### src/rtl/duck_motion_ctl_pkg.sv
// Shared definitions for the duck motion sequencer: states, sprite select codes
// and default screen/sprite constants reused by game logic and the ROM address mux.
package duck_motion_ctl_pkg;

    typedef enum logic [2:0] {
        StIdle,
        StFly,
        StHit,
        StFall,
        StEscape
    } duck_state_e;

    localparam logic [1:0] SEL_FLY  = 2'd0;
    localparam logic [1:0] SEL_HIT  = 2'd1;
    localparam logic [1:0] SEL_FALL = 2'd2;

    localparam int unsigned DEF_SCREEN_W   = 1024;
    localparam int unsigned DEF_GROUND_Y   = 600;
    localparam int unsigned DEF_SPRITE_W   = 48;
    localparam int unsigned DEF_SPRITE_H   = 64;
    localparam int unsigned DEF_SPEED_X    = 3;
    localparam int unsigned DEF_SPEED_Y    = 2;
    localparam int unsigned DEF_FALL_SPEED = 4;
    localparam int unsigned DEF_HIT_FRAMES = 30;
    localparam int unsigned DEF_FLY_FRAMES = 300;
    localparam int unsigned DEF_ANIM_DIV   = 6;
    localparam int unsigned DEF_NUM_ANIM   = 3;

endpackage

### src/rtl/duck_motion_ctl_if.sv
// Game-logic side of the duck sequencer: launch/hit controls in, sprite
// position, selection and event pulses out.
interface duck_motion_ctl_if;

    logic        start;
    logic [10:0] start_x;
    logic [1:0]  start_dir;
    logic        shot_hit;
    logic [10:0] xpos;
    logic [10:0] ypos;
    logic [1:0]  sprite_sel;
    logic [1:0]  anim_frame;
    logic        visible;
    logic        duck_hit;
    logic        duck_landed;
    logic        duck_escaped;
    logic        busy;

    modport master (
        output start, start_x, start_dir, shot_hit,
        input  xpos, ypos, sprite_sel, anim_frame, visible,
        input  duck_hit, duck_landed, duck_escaped, busy
    );

    modport slave (
        input  start, start_x, start_dir, shot_hit,
        output xpos, ypos, sprite_sel, anim_frame, visible,
        output duck_hit, duck_landed, duck_escaped, busy
    );

endinterface

### src/rtl/duck_motion_ctl_frame_tick.sv
// Two-flop synchroniser plus rising-edge detector on vsync; emits a registered
// one-cycle frame tick three clocks after the vsync rising edge.
module duck_motion_ctl_frame_tick (
    input  logic clk,
    input  logic rst_n,
    input  logic vsync_in,
    output logic tick
);

    logic [2:0] sync_q;
    logic       tick_q;

    always_ff @(posedge clk or negedge rst_n) begin
        if (!rst_n) begin
            sync_q <= '0;
            tick_q <= 1'b0;
        end else begin
            sync_q <= {sync_q[1:0], vsync_in};
            tick_q <= sync_q[1] & ~sync_q[2];
        end
    end

    assign tick = tick_q;

endmodule

### src/rtl/duck_motion_ctl.sv
// Per-frame duck sprite sequencer: flight with wall bounce, hit freeze, fall to
// ground and escape off the top, advancing once per vsync tick.
module duck_motion_ctl
    import duck_motion_ctl_pkg::*;
#(
    parameter int unsigned SCREEN_W   = DEF_SCREEN_W,
    parameter int unsigned GROUND_Y   = DEF_GROUND_Y,
    parameter int unsigned SPRITE_W   = DEF_SPRITE_W,
    parameter int unsigned SPRITE_H   = DEF_SPRITE_H,
    parameter int unsigned SPEED_X    = DEF_SPEED_X,
    parameter int unsigned SPEED_Y    = DEF_SPEED_Y,
    parameter int unsigned FALL_SPEED = DEF_FALL_SPEED,
    parameter int unsigned HIT_FRAMES = DEF_HIT_FRAMES,
    parameter int unsigned FLY_FRAMES = DEF_FLY_FRAMES,
    parameter int unsigned ANIM_DIV   = DEF_ANIM_DIV,
    parameter int unsigned NUM_ANIM   = DEF_NUM_ANIM
) (
    input  logic             pclk,
    input  logic             rst_n,
    input  logic             vsync_in,
    duck_motion_ctl_if.slave bus
);

    localparam logic [10:0]        X_MAX     = 11'(SCREEN_W - SPRITE_W);
    localparam logic [10:0]        Y_MAX     = 11'(GROUND_Y - SPRITE_H);
    localparam logic signed [11:0] X_MAX_S   = 12'(SCREEN_W - SPRITE_W);
    localparam logic signed [11:0] Y_MAX_S   = 12'(GROUND_Y - SPRITE_H);
    localparam logic signed [11:0] SPD_X_S   = 12'(SPEED_X);
    localparam logic signed [11:0] SPD_Y_S   = 12'(SPEED_Y);
    localparam logic signed [11:0] FALL_S    = 12'(FALL_SPEED);
    localparam logic [15:0]        FLY_LAST  = 16'(FLY_FRAMES - 1);
    localparam logic [15:0]        HIT_LAST  = 16'(HIT_FRAMES - 1);
    localparam logic [7:0]         ANIM_LAST = 8'(ANIM_DIV - 1);
    localparam logic [1:0]         FRM_LAST  = 2'(NUM_ANIM - 1);

    duck_state_e state_q;
    logic [10:0] xpos_q, ypos_q;
    logic        dir_right_q, dir_down_q;
    logic [15:0] frame_cnt_q;
    logic [7:0]  anim_cnt_q;
    logic [1:0]  anim_frame_q, sprite_sel_q;
    logic        visible_q, busy_q, hit_q, landed_q, escaped_q;
    logic        tick;

    duck_motion_ctl_frame_tick u_frame_tick (
        .clk      (pclk),
        .rst_n    (rst_n),
        .vsync_in (vsync_in),
        .tick     (tick)
    );

    // Signed 12-bit step so moving left/up past zero goes negative instead of wrapping.
    logic signed [11:0] x_cur, y_cur, x_step, y_step, y_fall;
    logic [10:0]        x_next, y_next;
    logic               dir_right_next, dir_down_next, land_now, esc_done;

    always_comb begin
        x_cur          = $signed({1'b0, xpos_q});
        y_cur          = $signed({1'b0, ypos_q});
        x_step         = dir_right_q ? x_cur + SPD_X_S : x_cur - SPD_X_S;
        y_step         = dir_down_q  ? y_cur + SPD_Y_S : y_cur - SPD_Y_S;
        y_fall         = y_cur + FALL_S;
        x_next         = x_step[10:0];
        y_next         = y_step[10:0];
        dir_right_next = dir_right_q;
        dir_down_next  = dir_down_q;
        if (x_step < 12'sd0) begin
            x_next         = '0;
            dir_right_next = ~dir_right_q;
        end else if (x_step > X_MAX_S) begin
            x_next         = X_MAX;
            dir_right_next = ~dir_right_q;
        end
        if (y_step < 12'sd0) begin
            y_next        = '0;
            dir_down_next = ~dir_down_q;
        end else if (y_step > Y_MAX_S) begin
            y_next        = Y_MAX;
            dir_down_next = ~dir_down_q;
        end
        land_now = (y_fall >= Y_MAX_S);
        esc_done = (ypos_q < 11'(SPEED_Y));
    end

    always_ff @(posedge pclk or negedge rst_n) begin
        if (!rst_n) begin
            state_q      <= StIdle;
            xpos_q       <= '0;
            ypos_q       <= '0;
            dir_right_q  <= 1'b0;
            dir_down_q   <= 1'b0;
            frame_cnt_q  <= '0;
            anim_cnt_q   <= '0;
            anim_frame_q <= '0;
            sprite_sel_q <= SEL_FLY;
            visible_q    <= 1'b0;
            busy_q       <= 1'b0;
            hit_q        <= 1'b0;
            landed_q     <= 1'b0;
            escaped_q    <= 1'b0;
        end else begin
            hit_q     <= 1'b0;
            landed_q  <= 1'b0;
            escaped_q <= 1'b0;
            unique case (state_q)
                StIdle: if (bus.start) begin
                    state_q      <= StFly;
                    xpos_q       <= (bus.start_x > X_MAX) ? X_MAX : bus.start_x;
                    ypos_q       <= Y_MAX;
                    dir_right_q  <= bus.start_dir[0];
                    dir_down_q   <= bus.start_dir[1];
                    frame_cnt_q  <= '0;
                    anim_cnt_q   <= '0;
                    anim_frame_q <= '0;
                    sprite_sel_q <= SEL_FLY;
                    visible_q    <= 1'b1;
                    busy_q       <= 1'b1;
                end
                // A hit coinciding with a tick takes priority and suppresses the move.
                StFly: if (bus.shot_hit) begin
                    state_q      <= StHit;
                    sprite_sel_q <= SEL_HIT;
                    hit_q        <= 1'b1;
                    frame_cnt_q  <= '0;
                end else if (tick) begin
                    xpos_q      <= x_next;
                    ypos_q      <= y_next;
                    dir_right_q <= dir_right_next;
                    dir_down_q  <= dir_down_next;
                    if (anim_cnt_q == ANIM_LAST) begin
                        anim_cnt_q   <= '0;
                        anim_frame_q <= (anim_frame_q == FRM_LAST) ? 2'd0 : anim_frame_q + 2'd1;
                    end else begin
                        anim_cnt_q <= anim_cnt_q + 8'd1;
                    end
                    if (frame_cnt_q == FLY_LAST) begin
                        state_q     <= StEscape;
                        frame_cnt_q <= '0;
                    end else begin
                        frame_cnt_q <= frame_cnt_q + 16'd1;
                    end
                end
                StHit: if (tick) begin
                    if (frame_cnt_q == HIT_LAST) begin
                        state_q      <= StFall;
                        sprite_sel_q <= SEL_FALL;
                        frame_cnt_q  <= '0;
                    end else begin
                        frame_cnt_q <= frame_cnt_q + 16'd1;
                    end
                end
                StFall: if (tick) begin
                    if (land_now) begin
                        ypos_q       <= Y_MAX;
                        landed_q     <= 1'b1;
                        state_q      <= StIdle;
                        sprite_sel_q <= SEL_FLY;
                        visible_q    <= 1'b0;
                        busy_q       <= 1'b0;
                    end else begin
                        ypos_q <= y_fall[10:0];
                    end
                end
                StEscape: if (tick) begin
                    if (esc_done) begin
                        escaped_q <= 1'b1;
                        state_q   <= StIdle;
                        visible_q <= 1'b0;
                        busy_q    <= 1'b0;
                    end else begin
                        ypos_q <= ypos_q - 11'(SPEED_Y);
                    end
                end
                default: state_q <= StIdle;
            endcase
        end
    end

    assign bus.xpos         = xpos_q;
    assign bus.ypos         = ypos_q;
    assign bus.sprite_sel   = sprite_sel_q;
    assign bus.anim_frame   = anim_frame_q;
    assign bus.visible      = visible_q;
    assign bus.busy         = busy_q;
    assign bus.duck_hit     = hit_q;
    assign bus.duck_landed  = landed_q;
    assign bus.duck_escaped = escaped_q;

endmodule
### src/flat_wrapper.sv
// flat-port wrapper written by rule: the top's interface ports become plain ports
module duck_motion_ctl_flat import duck_motion_ctl_pkg::*;
#(
    parameter int unsigned SCREEN_W   = DEF_SCREEN_W,
    parameter int unsigned GROUND_Y   = DEF_GROUND_Y,
    parameter int unsigned SPRITE_W   = DEF_SPRITE_W,
    parameter int unsigned SPRITE_H   = DEF_SPRITE_H,
    parameter int unsigned SPEED_X    = DEF_SPEED_X,
    parameter int unsigned SPEED_Y    = DEF_SPEED_Y,
    parameter int unsigned FALL_SPEED = DEF_FALL_SPEED,
    parameter int unsigned HIT_FRAMES = DEF_HIT_FRAMES,
    parameter int unsigned FLY_FRAMES = DEF_FLY_FRAMES,
    parameter int unsigned ANIM_DIV   = DEF_ANIM_DIV,
    parameter int unsigned NUM_ANIM   = DEF_NUM_ANIM
)
  (pclk, rst_n, vsync_in, bus_start, bus_start_x, bus_start_dir, bus_shot_hit, bus_xpos, bus_ypos, bus_sprite_sel, bus_anim_frame, bus_visible, bus_duck_hit, bus_duck_landed, bus_duck_escaped, bus_busy);
  duck_motion_ctl_if bus_i ();
  input  logic pclk;
  input  logic rst_n;
  input  logic vsync_in;
  input wire logic [$bits(bus_i.start)-1:0] bus_start;
  input wire logic [$bits(bus_i.start_x)-1:0] bus_start_x;
  input wire logic [$bits(bus_i.start_dir)-1:0] bus_start_dir;
  input wire logic [$bits(bus_i.shot_hit)-1:0] bus_shot_hit;
  output wire logic [$bits(bus_i.xpos)-1:0] bus_xpos;
  output wire logic [$bits(bus_i.ypos)-1:0] bus_ypos;
  output wire logic [$bits(bus_i.sprite_sel)-1:0] bus_sprite_sel;
  output wire logic [$bits(bus_i.anim_frame)-1:0] bus_anim_frame;
  output wire logic [$bits(bus_i.visible)-1:0] bus_visible;
  output wire logic [$bits(bus_i.duck_hit)-1:0] bus_duck_hit;
  output wire logic [$bits(bus_i.duck_landed)-1:0] bus_duck_landed;
  output wire logic [$bits(bus_i.duck_escaped)-1:0] bus_duck_escaped;
  output wire logic [$bits(bus_i.busy)-1:0] bus_busy;
  assign bus_i.start = bus_start;
  assign bus_i.start_x = bus_start_x;
  assign bus_i.start_dir = bus_start_dir;
  assign bus_i.shot_hit = bus_shot_hit;
  assign bus_xpos = bus_i.xpos;
  assign bus_ypos = bus_i.ypos;
  assign bus_sprite_sel = bus_i.sprite_sel;
  assign bus_anim_frame = bus_i.anim_frame;
  assign bus_visible = bus_i.visible;
  assign bus_duck_hit = bus_i.duck_hit;
  assign bus_duck_landed = bus_i.duck_landed;
  assign bus_duck_escaped = bus_i.duck_escaped;
  assign bus_busy = bus_i.busy;
  duck_motion_ctl #(.SCREEN_W(SCREEN_W), .GROUND_Y(GROUND_Y), .SPRITE_W(SPRITE_W), .SPRITE_H(SPRITE_H), .SPEED_X(SPEED_X), .SPEED_Y(SPEED_Y), .FALL_SPEED(FALL_SPEED), .HIT_FRAMES(HIT_FRAMES), .FLY_FRAMES(FLY_FRAMES), .ANIM_DIV(ANIM_DIV), .NUM_ANIM(NUM_ANIM)) u_core (.pclk(pclk), .rst_n(rst_n), .vsync_in(vsync_in), .bus(bus_i));
endmodule
### config.mk
export PLATFORM = sky130hd
export DESIGN_NAME = duck_motion_ctl_flat
export DESIGN_NICKNAME = d
export VERILOG_FILES = /design/src/rtl/duck_motion_ctl_pkg.sv /design/src/rtl/duck_motion_ctl_if.sv /design/src/rtl/duck_motion_ctl_frame_tick.sv /design/src/rtl/duck_motion_ctl.sv /design/src/flat_wrapper.sv
export SDC_FILE = /design/constraint.sdc
export NUM_CORES = 1
export LEC_CHECK = 0
export BUFFER_PORTS_ARGS = -buffer_cell sky130_fd_sc_hd__buf_2
export CORE_ASPECT_RATIO = 1.25
export CORE_MARGIN = 8
export CORE_UTILIZATION = 65
export DETAILED_ROUTE_END_ITERATION = 12
export PLACE_DENSITY = 0.87
export REMOVE_ABC_BUFFERS = 1
export SKIP_CTS_REPAIR_TIMING = 1
export SLEW_MARGIN = 15
export SYNTH_ARGS = -nofsm -noshare
export SYNTH_HDL_FRONTEND = slang
export SYNTH_HIERARCHICAL = 1
export SYNTH_SLANG_ARGS = --single-unit
export TNS_END_PERCENT = 1
### constraint.sdc
create_clock -name pclk -period 8.4 [get_ports pclk]
set_input_delay 1.68 -clock pclk [delete_from_list [all_inputs] [get_ports pclk]]
set_output_delay 1.68 -clock pclk [all_outputs]
set_load 0.02 [all_outputs]
==> results of run 1 <==
[how the worst min path moves through the flow]
| stage | cells past startpoint | from | to | slack [ns] |
|---|---|---|---|---|
| 6_report | 0 | u_core/u_frame_tick/sync_q[0] | u_core/u_frame_tick/sync_q[1] | 0.36 |
| 5_1_grt | 0 | u_core/u_frame_tick/sync_q[0] | u_core/u_frame_tick/sync_q[1] | 0.37 |
| 4_1_cts | 0 | u_core/u_frame_tick/sync_q[0] | u_core/u_frame_tick/sync_q[1] | 0.36 |
| 3_5_place_dp | 0 | u_core/u_frame_tick/sync_q[0] | u_core/u_frame_tick/sync_q[1] | 0.35 |
| 3_3_place_gp | 0 | u_core/u_frame_tick/sync_q[0] | u_core/u_frame_tick/sync_q[1] | 0.33 |
| 2_1_floorplan | 0 | u_core/u_frame_tick/sync_q[0] | u_core/u_frame_tick/sync_q[1] | 0.33 |
[cells by family after synthesis]
logic type	Yosys count
AO/OA/AOI/OAI	181
XOR/XNOR	30
adder cells (fa/ha/maj)	31
buffers and inverters	44
flip-flops	62
multiplexers	7
other	1
AND/OR/NAND/NOR	209
[state kept, by name, indices dropped and copies added, names as in the netlist]
register,cells
u_core/anim_cnt_q,8
u_core/bus.anim_frame,2
u_core/bus.busy,1
u_core/bus.duck_escaped,1
u_core/bus.duck_hit,1
u_core/bus.duck_landed,1
u_core/bus.sprite_sel,2
u_core/bus.xpos,11
u_core/bus.ypos,10
u_core/dir_down_q,1
u_core/dir_right_q,1
u_core/frame_cnt_q,16
u_core/state_q,3
u_core/u_frame_tick/sync_q,3
u_core/u_frame_tick/tick,1
[cell type report]
class	count	area [sq um]
multi-input combinational	459	3000
fill	571	2030
sequential	62	1550
timing repair buffer	49	250
clock buffer	9	124
tap	92	115
clock inverter	7	82.6
inverter	19	71.3
[cells in the mapped netlist, types with 2 or more instances]
master / count / area (sq um)
sky130_fd_sc_hd__a211oi_1: 4 / 30.0
sky130_fd_sc_hd__a21o_1: 7 / 52.6
sky130_fd_sc_hd__a21oi_1: 38 / 190
sky130_fd_sc_hd__a221oi_1: 4 / 35.0
sky130_fd_sc_hd__a221oi_2: 2 / 30.0
sky130_fd_sc_hd__a22oi_1: 7 / 52.6
sky130_fd_sc_hd__a31oi_1: 7 / 43.8
sky130_fd_sc_hd__a41o_1: 2 / 20.0
sky130_fd_sc_hd__a41oi_1: 2 / 17.5
sky130_fd_sc_hd__and2_1: 5 / 31.3
sky130_fd_sc_hd__and3_1: 9 / 56.3
sky130_fd_sc_hd__and4_1: 2 / 17.5
sky130_fd_sc_hd__buf_2: 3 / 15.0
sky130_fd_sc_hd__buf_4: 3 / 22.5
sky130_fd_sc_hd__clkbuf_1: 18 / 67.6
sky130_fd_sc_hd__dfrtp_1: 62 / 1550
sky130_fd_sc_hd__fa_1: 2 / 40.0
sky130_fd_sc_hd__ha_1: 28 / 350
sky130_fd_sc_hd__inv_1: 19 / 71.3
sky130_fd_sc_hd__mux2_2: 3 / 33.8
sky130_fd_sc_hd__mux2i_1: 3 / 30.0
sky130_fd_sc_hd__nand2_1: 49 / 184
sky130_fd_sc_hd__nand2b_1: 6 / 37.5
sky130_fd_sc_hd__nand3_1: 19 / 95.1
sky130_fd_sc_hd__nand4_1: 10 / 62.6
sky130_fd_sc_hd__nor2_1: 56 / 210
sky130_fd_sc_hd__nor2b_1: 5 / 31.3
sky130_fd_sc_hd__nor3_1: 17 / 85.1
sky130_fd_sc_hd__nor3b_1: 4 / 30.0
sky130_fd_sc_hd__nor4_1: 5 / 31.3
sky130_fd_sc_hd__o211ai_1: 14 / 105
sky130_fd_sc_hd__o21a_1: 3 / 22.5
sky130_fd_sc_hd__o21ai_0: 38 / 190
sky130_fd_sc_hd__o21ai_1: 11 / 55.1
sky130_fd_sc_hd__o21bai_1: 3 / 22.5
sky130_fd_sc_hd__o221ai_1: 4 / 35.0
sky130_fd_sc_hd__o22ai_1: 6 / 37.5
sky130_fd_sc_hd__o31a_1: 2 / 17.5
sky130_fd_sc_hd__o31ai_1: 6 / 45.0
sky130_fd_sc_hd__o32ai_1: 3 / 26.3
sky130_fd_sc_hd__or2_2: 5 / 31.3
sky130_fd_sc_hd__or3_1: 6 / 37.5
sky130_fd_sc_hd__xnor2_1: 19 / 166
sky130_fd_sc_hd__xor2_1: 11 / 96.3
[worst max-delay path, cell delays in order]
cell                       delay [ns]
sky130_fd_sc_hd__buf_2           0.12
sky130_fd_sc_hd__nor2b_1         0.20
sky130_fd_sc_hd__a31oi_1         0.08
sky130_fd_sc_hd__nand2b_1        0.46
sky130_fd_sc_hd__nor4_1          0.75
sky130_fd_sc_hd__a22oi_1         0.14
sky130_fd_sc_hd__o21ai_1         0.13
[per-layer routing]
metal  up-vias  share of wire, %  GRT usage, %
met1      2223                39          28.0
met5         -                 0             0
met4         0               2.6          10.6
li1       2169                 -             -
met2       197                51          42.1
met3        36               6.7          5.05
[cell usage in the layout (no fill, tap or decap), types with 3 or more instances in the layout]
cell type | netlist | routed
sky130_fd_sc_hd__dfrtp_1 | 62 | 62
sky130_fd_sc_hd__nor2_1 | 56 | 56
sky130_fd_sc_hd__nand2_1 | 49 | 49
sky130_fd_sc_hd__buf_2 | 3 | 47
sky130_fd_sc_hd__o21ai_0 | 38 | 38
sky130_fd_sc_hd__a21oi_1 | 38 | 38
sky130_fd_sc_hd__ha_1 | 28 | 28
sky130_fd_sc_hd__inv_1 | 19 | 19
sky130_fd_sc_hd__nand3_1 | 19 | 19
sky130_fd_sc_hd__xnor2_1 | 19 | 19
sky130_fd_sc_hd__nor3_1 | 17 | 17
sky130_fd_sc_hd__o211ai_1 | 14 | 14
sky130_fd_sc_hd__xor2_1 | 11 | 11
sky130_fd_sc_hd__o21ai_1 | 11 | 11
sky130_fd_sc_hd__nand4_1 | 10 | 10
sky130_fd_sc_hd__clkbuf_8 | 0 | 9
sky130_fd_sc_hd__and3_1 | 9 | 9
sky130_fd_sc_hd__a31oi_1 | 7 | 7
sky130_fd_sc_hd__a21o_1 | 7 | 7
sky130_fd_sc_hd__a22oi_1 | 7 | 7
sky130_fd_sc_hd__o22ai_1 | 6 | 6
sky130_fd_sc_hd__nand2b_1 | 6 | 6
sky130_fd_sc_hd__o31ai_1 | 6 | 6
sky130_fd_sc_hd__or3_1 | 6 | 6
sky130_fd_sc_hd__nor4_1 | 5 | 5
sky130_fd_sc_hd__and2_1 | 5 | 5
sky130_fd_sc_hd__nor2b_1 | 5 | 5
sky130_fd_sc_hd__or2_2 | 5 | 5
sky130_fd_sc_hd__nor3b_1 | 4 | 4
sky130_fd_sc_hd__o221ai_1 | 4 | 4
sky130_fd_sc_hd__a211oi_1 | 4 | 4
sky130_fd_sc_hd__a221oi_1 | 4 | 4
sky130_fd_sc_hd__mux2_2 | 3 | 3
sky130_fd_sc_hd__o21bai_1 | 3 | 3
sky130_fd_sc_hd__mux2i_1 | 3 | 3
sky130_fd_sc_hd__o21a_1 | 3 | 3
sky130_fd_sc_hd__o32ai_1 | 3 | 3
[power by group]
part / leakage [nW] / internal [W] / total (W) / switching (W)
registers: 0.817 / 0.000343 / 0.000430 / 0.0000863
logic: 1.31 / 0.000434 / 0.00112 / 0.000681
clock network: 0.0980 / 0.000141 / 0.000270 / 0.000129
total: 2.23 / 0.000919 / 0.00182 / 0.000896
[per-stage QoR]
step           cell area [sq um]  setup slack (ns)
6_report                    5190              5.09
4_1_cts                     5190              5.14
3_5_place_dp                4990              4.79
5_1_grt                     5190              4.92
2_1_floorplan               4620              5.10
3_3_place_gp                4990              4.94
==> flow_metrics.tcl, run 1 <==
set metrics [dict create \
    worst-setup-path-type "in2reg" \
    syn_area_per_cell_sq_um 8.39 \
    cts-buffers-inserted 9 \
    tns_ns 0 \
    place_inst 681 \
    power.density_cell_area_mw_per_mm2 349 \
    finalSetupViolCount 0 \
    vdd.ir_drop.worst_v 0.000443 \
    regToRegEndpoint "u_core/bus.ypos[2]" \
    grt_antenna_before_repair 0 \
    ctsHtreeMaxLevel 3 \
    clock_sinks 62 \
    clk_transition_reported_paths_ns 0.08 \
    post-route-drc-count 0 \
    floorplan.die.width_um 92.4 \
    synth_ff_type "sky130_fd_sc_hd__dfrtp_1" \
    grt_pass1_wl_um 20800 \
    timing.rr.start "u_core/dir_down_q" \
    rsz_0062_raised_after_global_routing "no" \
    worstSetupEndpoint "u_core/bus.xpos[5]" \
    count_of_buffers_from_port_buffering 47 \
    first_global_vias 4414 \
    grt_max_degree 63 \
    clock_insertion_delay_worst_skew_ns 0.34 \
    timing.reg2reg.setup_slack_ns 5.14 \
    slew_viol_final 0 \
    endpoint_kind "flop" \
    hp-class "reg2reg" \
    fin_hold_ws_ns 0.359 \
    ys_seq_elements 62 \
    timing.max_cap.violations 0 \
    die_h_um 111 \
    initial_utilization_pct 65.6 \
    nNetsFinal 648 \
    global_route_congestion_overflow_total 0 \
    power_leakage_nw 2.23 \
    grt_util_all_layers_pct 24.3 \
    vias_post_dr 4625 \
    synth.distinct_cells 77 \
    yosysWarningCount 6 \
    worstPathArrival_ns 3.57 \
    syn2layout_area_growth_pct 9.61 \
    core.rowCount 35 \
    crit_start "bus_start" \
    drt_wl_total_um 12500 \
    synth-simple-area-share_pct 22.1 \
    synth-edff-count 0 \
    cts_tree "done" \
    worst-path-max-fanout 17 \
    cts_root_buf "sky130_fd_sc_hd__clkbuf_8" \
    wire_per_inst_um 17.9 \
    worst_pin_slew_ns 0.768 \
    top_level_port_count 49 \
    routed_via_density 6.64 \
    outcome "complete, no violations" \
    syn-cell-area_sq_mm 0.00474 \
    floorplan.core_area_sq_mm 0.00723 \
    layout-drive-gt1-share_pct 13.9 \
    die_area_sq_mm 0.0103 \
    syn_inst 565 \
    synth_xor_area_share_pct 5.55 \
    power.total_w 0.00182 \
    final_period_minus_worst_setup_slack_ns 3.31 \
    firstDrtPassIters 5 \
    timing.max_slew.rel_slack_pct 48.8 \
    post-route-util_pct 71.9 \
    yosysSeqAreaShare_pct 32.7 \
    max_freq_mhz 302 \
    final_antenna_net_count 0 \
    dp.final_hpwl_um 9230 \
    timing.clock.skew_ns 0.0118 \
    period_share_pct 39.4 \
    final_hold_violation_count 0 \
    asyncSetResetFlopFracSynth_pct 100 \
    gp_congestion 1.01 \
    synth_fa_ha_area_share_pct 8.45 \
    drt-initial-drc-count 427 \
    dominant_combinational_cell_family_by_area_after_synthesis "compound AO/OA/AOI/OAI gates" \
    start_kind "input port" \
    synth.mux.area_fraction_pct 1.58 \
    final_cell_count_no_fill 697 \
    worst-r2r-cell-count 9 \
    cp.required_ns 8.66 \
    synth_compound_gate_area_share_pct 25.5 \
    antenna-diode-count 0 \
    clockBufferDepth 2 \
]
(Power assumes the default switching activity.)
==> run 2, diff against run 1 <==
--- a/config.mk
+++ b/config.mk
@@ -8,9 +8,9 @@
 export BUFFER_PORTS_ARGS = -buffer_cell sky130_fd_sc_hd__buf_2
 export CORE_ASPECT_RATIO = 1.25
 export CORE_MARGIN = 8
-export CORE_UTILIZATION = 65
+export CORE_UTILIZATION = 60
 export DETAILED_ROUTE_END_ITERATION = 12
-export PLACE_DENSITY = 0.87
+export PLACE_DENSITY = 0.81
 export REMOVE_ABC_BUFFERS = 1
 export SKIP_CTS_REPAIR_TIMING = 1
 export SLEW_MARGIN = 15
==> constraint.sdc (replaced) <==
create_clock -name pclk -period 3.1 [get_ports pclk]
set_input_delay 0.62 -clock pclk [delete_from_list [all_inputs] [get_ports pclk]]
set_output_delay 0.62 -clock pclk [all_outputs]
set_load 0.02 [all_outputs]
==> flow_metrics.tcl, run 2 (synthesis gave the netlist of run 1 again) <==
set metrics [dict create \
    slew_viol_final 0 \
    global_route_congestion_overflow_total 0 \
    floorplan.die.width_um 95.5 \
    post-route-drc-count 0 \
    start_kind "flop" \
    grt_antenna_before_repair 0 \
    layout-drive-gt1-share_pct 16.9 \
    top_level_port_count 49 \
    wire_per_inst_um 17.7 \
    final_design_area_no_fill_sq_mm 0.00537 \
    timing.max_cap.violations 0 \
    worst-setup-path-type "reg2reg" \
    clock_insertion_delay_worst_skew_ns 0.35 \
    final_antenna_net_count 0 \
    routed_via_density 6.52 \
    syn2layout_area_growth_pct 13.2 \
    final_period_minus_worst_setup_slack_ns 2.92 \
    die_area_sq_mm 0.0110 \
    layout.cells.most_common "sky130_fd_sc_hd__dfrtp_1" \
    most-common-layout-cells "sky130_fd_sc_hd__dfrtp_1, sky130_fd_sc_hd__nor2_1, sky130_fd_sc_hd__nand2_1" \
    ctsHtreeMaxLevel 3 \
    antenna-diode-count 0 \
    outcome "complete, no violations" \
    drt_wl_total_um 12700 \
    largest_register_ff_count 16 \
    worst-path-max-fanout 6 \
    fin_hold_ws_ns 0.320 \
    timing.critical_path.cells "inv_1, fa_1, nand2b_1, a21oi_1, or4_1, o311a_1, a31oi_2, or4b_4, o22ai_1" \
    timing.max_slew.rel_slack_pct 51.2 \
    gp_congestion 0.962 \
    period_share_pct 94.3 \
    hp-class "in2async" \
    grt_util_all_layers_pct 23.2 \
    vdd.ir_drop.worst_v 0.00116 \
    core.rowCount 36 \
    top_layer_reached_by_signal_wires "met4" \
    firstDrtPassIters 5 \
    cp.required_ns 3.36 \
    worstPathArrival_ns 3.19 \
    initial_utilization_pct 61.2 \
    drt-initial-drc-count 328 \
    critical-path-top-delay-family "compound AO/OA/AOI/OAI gates" \
    timing.clock.skew_ns 0.0110 \
    wl_met1_um 4910 \
    nNetsFinal 665 \
    count_of_buffers_from_port_buffering 47 \
    grt_pass1_wl_um 20500 \
    clockBufferDepth 2 \
    max_freq_mhz 342 \
    cts_tree "done" \
    tns_ns 0 \
    final_hold_violation_count 0 \
    critical_path.n_buffers_inverters 1 \
    endpoint_kind "flop" \
    grt_max_degree 35 \
    floorplan.core_area_sq_mm 0.00775 \
    detailroute.wirelength.met2_um 6360 \
    vias_post_dr 4674 \
    worst_pin_slew_ns 0.729 \
    detailed_place.area_sq_mm 0.00512 \
    rsz_0062_raised_after_global_routing "no" \
    finalSetupViolCount 0 \
    power.density_cell_area_mw_per_mm2 952 \
    power_leakage_nw 2.33 \
    die_h_um 115 \
    cts-buffers-inserted 9 \
    wl_met3_um 931 \
    post-route-util_pct 69.3 \
    clk_transition_reported_paths_ns 0.07 \
    cts_root_buf "sky130_fd_sc_hd__clkbuf_8" \
    clock_sinks 62 \
    first_global_vias 4422 \
    max_flop_register "u_core/frame_cnt_q" \
    dp.final_hpwl_um 9490 \
    power.total_w 0.00511 \
    cp_slowest_stage_delay_ns 0.55 \
    critical-path-slowest-cell "sky130_fd_sc_hd__or4b_4" \
]
## run 2: changes by cell type in the layout (fill, tap and decap cells not counted), sizes merged
cell,before,now
buf,49,66
bufinv,1,2
clkbuf,9,10
clkinvlp,2,1
inv,21,20
## run 2: final cells by class
type,instances,area [sq um]
Fill cell,632,2380
Inverter,19,71.3
Tap cell,95,119
Clock buffer,10,138
Multi-Input combinational cell,459,3010
Sequential cell,62,1550
Clock inverter,6,93.8
Timing Repair Buffer,66,378
## run 2: metal layers
layer / up-vias / track usage, %
li1: 2211 / -
met4: 0 / 13.9
met3: 44 / 4.05
met5: - / 0
met2: 232 / 39.4
met1: 2187 / 26.4
## run 2: where the power goes
part	total, W	switching (W)	internal (W)
registers	0.00111	0.000176	0.000932
logic	0.00319	0.00191	0.00128
clock network	0.000813	0.000333	0.000480
total	0.00511	0.00242	0.00269
## run 2: path summary, 6_finish.rpt
path	cells past startpoint	to	from	slack, ns
worst min register to register	0	u_core/u_frame_tick/sync_q[1]	u_core/u_frame_tick/sync_q[0]	0.35
min in group pclk	0	u_core/u_frame_tick/sync_q[1]	u_core/u_frame_tick/sync_q[0]	0.35
worst max-delay path	9	u_core/bus.ypos[5]	u_core/bus.ypos[2]	0.18
worst max register to register	9	u_core/bus.ypos[5]	u_core/bus.ypos[2]	0.18
max in group asynchronous	2	u_core/bus.duck_escaped	rst_n	2.00
worst min-delay path	1	u_core/anim_cnt_q[2]	rst_n	0.32
## run 2: through the flow
| step | cells | setup slack [ns] |
|---|---|---|
| after floorplan | 540 | 0.356 |
| after global placement | 701 | 0.285 |
| after detailed placement | 701 | 0.172 |
| after CTS | 717 | 0.173 |
| after global routing | 717 | 0.0319 |
| final | 717 | 0.175 |
